**src/rtl/hazard_controller_pkg.sv**
```systemverilog
// Shared types and constants for the pipeline hazard controller.
// Control bundles are packed in the order the top drives its output ports.
package hazard_controller_pkg;

  typedef enum logic [0:0] {
    RUN      = 1'b0,
    MDU_WAIT = 1'b1
  } hazard_state_type;

  typedef struct packed {
    logic pc_stall;
    logic if_id_stall;
    logic if_id_flush;
    logic id_ex_flush;
    logic ex_stall;
  } hazard_ctrl_type;

  localparam logic [4:0] REG_ZERO = 5'd0;

  localparam hazard_ctrl_type CTRL_NONE   = hazard_ctrl_type'(5'b00000);
  localparam hazard_ctrl_type CTRL_FREEZE = hazard_ctrl_type'(5'b11001);
  localparam hazard_ctrl_type CTRL_BUBBLE = hazard_ctrl_type'(5'b11010);
  localparam hazard_ctrl_type CTRL_FLUSH  = hazard_ctrl_type'(5'b00110);

endpackage

```
**src/rtl/hazard_controller_load_use_detector.sv**
```systemverilog
// Flags a decode instruction that reads the destination of a load sitting in execute.
// x0 is never a real dependency, so a load targeting it is ignored.
module load_use_detector
  import hazard_controller_pkg::*;
(
  input  logic [4:0] id_rs1,
  input  logic [4:0] id_rs2,
  input  logic       id_uses_rs1,
  input  logic       id_uses_rs2,
  input  logic       ex_mem_read,
  input  logic [4:0] ex_rd,
  output logic       hit
);

  logic rs1_match;
  logic rs2_match;

  always_comb begin
    rs1_match = id_uses_rs1 && (id_rs1 == ex_rd);
    rs2_match = id_uses_rs2 && (id_rs2 == ex_rd);
    hit       = ex_mem_read && (ex_rd != REG_ZERO) && (rs1_match || rs2_match);
  end

endmodule

```
**src/rtl/hazard_controller.sv**
```systemverilog
// Stall/flush sequencer for the 5-stage core: load-use bubbles, taken-branch flushes,
// multi-cycle MDU waits with a watchdog, memory freezes, and a stall-cycle perf counter.
module hazard_controller
  import hazard_controller_pkg::*;
#(
  parameter int MDU_TIMEOUT = 40,
  parameter int CNT_WIDTH   = 32
) (
  input  logic                 clk,
  input  logic                 reset_n,
  input  logic [4:0]           id_rs1,
  input  logic [4:0]           id_rs2,
  input  logic                 id_uses_rs1,
  input  logic                 id_uses_rs2,
  input  logic                 ex_mem_read,
  input  logic [4:0]           ex_rd,
  input  logic                 ex_branch_taken,
  input  logic                 ex_mdu_start,
  input  logic                 mdu_done,
  input  logic                 mem_stall,
  output logic                 pc_stall,
  output logic                 if_id_stall,
  output logic                 if_id_flush,
  output logic                 id_ex_flush,
  output logic                 ex_stall,
  output logic                 mdu_timeout,
  output logic [CNT_WIDTH-1:0] stall_cycles,
  output hazard_state_type     dbg_state
);

  localparam int WD_W = $clog2(MDU_TIMEOUT + 1);
  localparam logic [WD_W-1:0] WD_LAST = WD_W'(MDU_TIMEOUT - 1);
  localparam logic [WD_W-1:0] WD_ONE  = WD_W'(1);

  hazard_state_type     state_q, state_d;
  logic [WD_W-1:0]      wd_cnt_q, wd_cnt_d;
  logic                 mdu_timeout_q, mdu_timeout_d;
  logic [CNT_WIDTH-1:0] stall_cycles_q, stall_cycles_d;
  hazard_ctrl_type      ctrl;
  hazard_ctrl_type      ctrl_out;
  logic                 load_use_hit;

  load_use_detector u_load_use_detector (
    .id_rs1      (id_rs1),
    .id_rs2      (id_rs2),
    .id_uses_rs1 (id_uses_rs1),
    .id_uses_rs2 (id_uses_rs2),
    .ex_mem_read (ex_mem_read),
    .ex_rd       (ex_rd),
    .hit         (load_use_hit)
  );

  // Priority: memory freeze, then branch flush, then MDU entry, then load-use bubble.
  always_comb begin
    ctrl          = CTRL_NONE;
    state_d       = state_q;
    wd_cnt_d      = wd_cnt_q;
    mdu_timeout_d = mdu_timeout_q;
    if (mem_stall) begin
      ctrl = CTRL_FREEZE;
    end else if (state_q == RUN) begin
      if (ex_branch_taken) begin
        ctrl = CTRL_FLUSH;
      end else if (ex_mdu_start && !mdu_done) begin
        ctrl     = CTRL_FREEZE;
        state_d  = MDU_WAIT;
        wd_cnt_d = WD_ONE;
      end else if (load_use_hit) begin
        ctrl = CTRL_BUBBLE;
      end
    end else if (!mdu_done) begin
      ctrl = CTRL_FREEZE;
      if (wd_cnt_q == WD_LAST) begin
        mdu_timeout_d = 1'b1;
        state_d       = RUN;
        wd_cnt_d      = '0;
      end else begin
        wd_cnt_d = wd_cnt_q + WD_ONE;
      end
    end else begin
      state_d  = RUN;
      wd_cnt_d = '0;
    end
  end

  always_comb begin
    stall_cycles_d = stall_cycles_q;
    if (ctrl.pc_stall && (stall_cycles_q != {CNT_WIDTH{1'b1}})) begin
      stall_cycles_d = stall_cycles_q + 1'b1;
    end
    ctrl_out = reset_n ? ctrl : CTRL_NONE;
  end

  always_ff @(posedge clk or negedge reset_n) begin
    if (!reset_n) begin
      state_q        <= RUN;
      wd_cnt_q       <= '0;
      mdu_timeout_q  <= 1'b0;
      stall_cycles_q <= '0;
    end else begin
      state_q        <= state_d;
      wd_cnt_q       <= wd_cnt_d;
      mdu_timeout_q  <= mdu_timeout_d;
      stall_cycles_q <= stall_cycles_d;
    end
  end

  assign pc_stall     = ctrl_out.pc_stall;
  assign if_id_stall  = ctrl_out.if_id_stall;
  assign if_id_flush  = ctrl_out.if_id_flush;
  assign id_ex_flush  = ctrl_out.id_ex_flush;
  assign ex_stall     = ctrl_out.ex_stall;
  assign mdu_timeout  = mdu_timeout_q;
  assign stall_cycles = stall_cycles_q;
  assign dbg_state    = state_q;

endmodule

```
**config.mk**
```make
export PLATFORM = sky130hd
export DESIGN_NAME = hazard_controller
export DESIGN_NICKNAME = d
export VERILOG_FILES = /design/src/rtl/hazard_controller_pkg.sv /design/src/rtl/hazard_controller_load_use_detector.sv /design/src/rtl/hazard_controller.sv
export SDC_FILE = /design/constraint.sdc
export NUM_CORES = 1
export LEC_CHECK = 0
export CAP_MARGIN = 25
export CORE_MARGIN = 3
export CORE_UTILIZATION = 40
export DETAILED_ROUTE_END_ITERATION = 12
export PLACE_DENSITY = 0.76
export SYNTH_ARGS = -nofsm -noshare
export SYNTH_HDL_FRONTEND = slang
export SYNTH_SLANG_ARGS = --single-unit
```
**constraint.sdc**
```tcl
create_clock -name clk -period 3.2 [get_ports clk]
set_clock_uncertainty 0.05 [all_clocks]
set_input_delay 0.64 -clock clk [delete_from_list [all_inputs] [get_ports clk]]
set_output_delay 0.64 -clock clk [all_outputs]
set_load 0.1 [all_outputs]
```
==> results of run 1 <==
-- repair_timing --
| action | CTS | global route |
|---|---|---|
| resized for setup | 0 | 1 |
| setup endpoints to repair | 0 | 1 |
| hold buffers | 0 | 0 |
-- cell usage after synthesis (2+ instances only) --
| master | n | area, um2 |
|---|---|---|
| xnor2_1 | 21 | 184 |
| o21ai_0 | 7 | 35.0 |
| nor3_1 | 15 | 75.1 |
| nor2_1 | 16 | 60.1 |
| ha_1 | 2 | 25.0 |
| and3_1 | 3 | 18.8 |
| nand2b_1 | 4 | 25.0 |
| nand3_1 | 13 | 65.1 |
| dfrtp_1 | 40 | 1000 |
| o22ai_1 | 2 | 12.5 |
| nor4_1 | 9 | 56.3 |
| buf_4 | 2 | 15.0 |
| or2_2 | 2 | 12.5 |
| nand2_1 | 17 | 63.8 |
| inv_1 | 8 | 30.0 |
| or3_1 | 2 | 12.5 |
| nand4b_1 | 2 | 17.5 |
| nand4_1 | 12 | 75.1 |
| a21oi_1 | 7 | 35.0 |
| nand3b_1 | 3 | 22.5 |
| xor2_1 | 20 | 175 |
-- layout by cell type (no fill, tap or decap), drive strengths merged, types with 2 or more instances in the layout --
cell type,Yosys,final
a21oi,7,7
and3,3,3
buf,4,44
clkbuf,2,6
clkdlybuf4s50,0,22
clkinvlp,0,2
dfrtp,40,40
ha,2,2
inv,8,8
nand2,17,17
nand2b,4,4
nand3,13,13
nand3b,3,3
nand4,12,12
nand4b,2,2
nor2,16,16
nor3,15,15
nor4,9,9
o211ai,2,2
o21ai,7,7
o22ai,2,2
or2,2,2
or3,2,2
or4,2,2
xnor2,21,21
xor2,20,20
-- kinds of logic after synthesis --
kind of cell	after synthesis
AND/OR/NAND/NOR	105
XOR/XNOR	41
flip-flops	40
AO/OA/AOI/OAI	25
buffers and inverters	14
adder cells (fa/ha/maj)	2
multiplexers	1
-- layout make-up --
class	instances	area, um2
flip-flops and latches	40	1000
inverters	8	30.0
clock buffers	6	82.6
fillers	477	2270
multi-input cells	174	1140
clock inverters	2	15.0
well taps	70	87.6
repair buffers	66	611
-- registers in the layout, summed over array words and instances, names as in the netlist --
register,flops
dbg_state,1
wd_cnt_q,6
stall_cycles,32
mdu_timeout,1
-- worst paths after layout --
| kind | end | slack (ns) |
|---|---|---|
| setup / recovery | id_ex_flush | 0.1 |
| hold / removal | mdu_timeout$_DFFE_PN0P_ | 0.43 |
| setup reg to reg | stall_cycles[28]$_DFFE_PN0P_ | 0.57 |
| hold reg to reg | mdu_timeout$_DFFE_PN0P_ | 0.43 |
| max in group asynchronous | dbg_state$_DFFE_PN0N_ | 2.28 |
| min in group asynchronous | stall_cycles[13]$_DFFE_PN0P_ | 0.45 |
-- power breakdown --
part           switching (mW)  total, mW  leakage (nW)  internal (mW)
Combinational           0.484      0.663         0.777          0.179
Sequential             0.0752      0.634         0.526          0.558
Clock                   0.179      0.353        0.0434          0.175
Total                   0.738       1.65          1.35          0.912
-- through the flow --
step           instances  setup WS (ns)  utilization (%)
3_5_place_dp         358          0.119             54.8
5_1_grt              366       -0.00787             56.7
2_1_floorplan        228          0.107                -
4_1_cts              366          0.122             56.6
3_3_place_gp         358          0.139             54.8
6_report             366         0.0966             56.7
-- worst max-delay path: cells and delay by family --
kind,cells,cell delay [ns]
buffers and inverters,2,0.64
AND/OR/NAND/NOR,2,0.64
AO/OA/AOI/OAI,2,0.49
-- metal layers --
| layer | global-route usage [%] | wire length, um | vias to the layer above | share of wire, % |
|---|---|---|---|---|
| met3 | 5.38 | 371 | 4 | 7.4 |
| met4 | 2.87 | 17 | 0 | 0.34 |
| met2 | 25.8 | 2270 | 61 | 45 |
| met5 | 0 | 0 | - | 0 |
| li1 | - | - | 948 | - |
| met1 | 22.3 | 2350 | 899 | 47 |
==> impl_metrics.yaml, run 1 <==
cts:
  cts_sinks: 40
  max-clock-path-buffers: 2
  htree_levels: 2
  clock_latency_ns: 0.29
  clkTransAtPathRegs_ns: 0.07
  cts-root-buf: "clkbuf_8"
  cts_setup_buffers: 0
  tritoncts: "done"
  cts_buffers: 5
synth:
  synth_top_family_by_area: "simple AND/OR/NAND/NOR gates"
  yosys_register_bits: 40
  synth-seq-area-share_pct: 45.0
  synth_xor_area_share_pct: 16.2
  synthArstFlopShare_pct: 100
  synth_compound_area_share_pct: 7.88
  synth.distinct_cells: 42
  syn_avg_cell_area_um2: 9.75
  synth_area_mm2: 0.00222
  synthMuxAreaShare_pct: 0.676
  synth_edf_count: 0
  postSynthCellCount: 228
  synth_fa_ha_area_share_pct: 1.13
  synth_simple_gate_area_share_pct: 25.4
  synthesis.nets: 254
  yosys_warnings: 0
  synthFlopType: "dfrtp_1"
routing:
  wl_per_cell_um: 13.7
  first_pass_iters: 4
  antenna_left: 0
  vias: 1912
  drt_iter0_markers: 120
  drcViolationCount: 0
  wirelength_mm: 5.00
  vias_per_cell: 5.22
timing:
  post-route-period-util_pct: 97.0
  max_freq_ghz: 0.322
  fin_crit_ns: 3.10
  hold_viol_final: 0
  worst_hold_slack_ns: 0.430
  finalSetupViolCount: 0
  drv_slew: 0
  worst_pin_slew_ns: 0.784
  maxSlewHeadroom_pct: 47.8
  finalSetupTns_ns: 0
min_path:
  hp-start: "mdu_timeout$_DFFE_PN0P_"
  whs_path_depth: 2
  hold_path_class: "reg2reg"
power_and_ir_drop:
  pwr_density_cell_mw_per_mm2: 555
  vdd_drop_max_v: 0.000733
  leakagePower_nw: 1.35
  total_power_mw: 1.65
place:
  place.gp.congestion: 0.754
  port_buffers: 62
  place_area_mm2: 0.00287
  dpl.hpwl_mm: 3.75
status:
  status: "complete, no violations"
worst_setup_path:
  rr_startpoint: "stall_cycles[0]$_DFFE_PN0P_"
  cpMaxStageDelayCell: "or4_4"
  path_class: "in2out"
  slowest_delay_ns: 0.56
  startpoint: "ex_rd[1]"
  critical_path.cell_chain: "clkdlybuf4s50_1 > or4_4 > o21ai_0 > nor3_2 > o211a_1 > buf_12"
  r2r_cells: 7
  critPathRequiredTime_ns: 2.51
  arrival_ns: 2.41
  crit_path_start_kind: "input pin"
  endpoint_kind: "primary output"
  path_max_fanout: 3
floorplanning:
  rows: 26
  ios: 63
  die_y_um: 80.5
  start_util_pct: 42.4
  fp.dieArea_mm2: 0.00649
  fp.dieW_um: 80.5
  coreArea_mm2: 0.00524
global_routing:
  grt_pass1_vias: 1835
  grt_pass1_wl_mm: 8.49
  grt-ovfl-total: 0
  antenna_found_initial: 0
  grt_use_total_pct: 16.4
  grt_max_degree: 41
cells_and_area:
  drive_above_1_share_pct: 20.6
  antenna_cells: 0
  layout.nets: 321
  syn_to_final_growth_pct: 33.7
  fin_area_mm2: 0.00297
flow_run:
  cap_viol_max_count: 0
No activity file was read; power rests on OpenSTA's default activity.
==> run 2: changes to the inputs <==
--- a/config.mk
+++ b/config.mk
@@ -9,6 +9,7 @@
 export CORE_MARGIN = 3
 export CORE_UTILIZATION = 40
 export DETAILED_ROUTE_END_ITERATION = 12
+export HOLD_SLACK_MARGIN = 0.06
 export PLACE_DENSITY = 0.76
 export SYNTH_ARGS = -nofsm -noshare
 export SYNTH_HDL_FRONTEND = slang
==> results of run 2 <==
The final DEF is identical to that of run 1; final timing and power are the same.
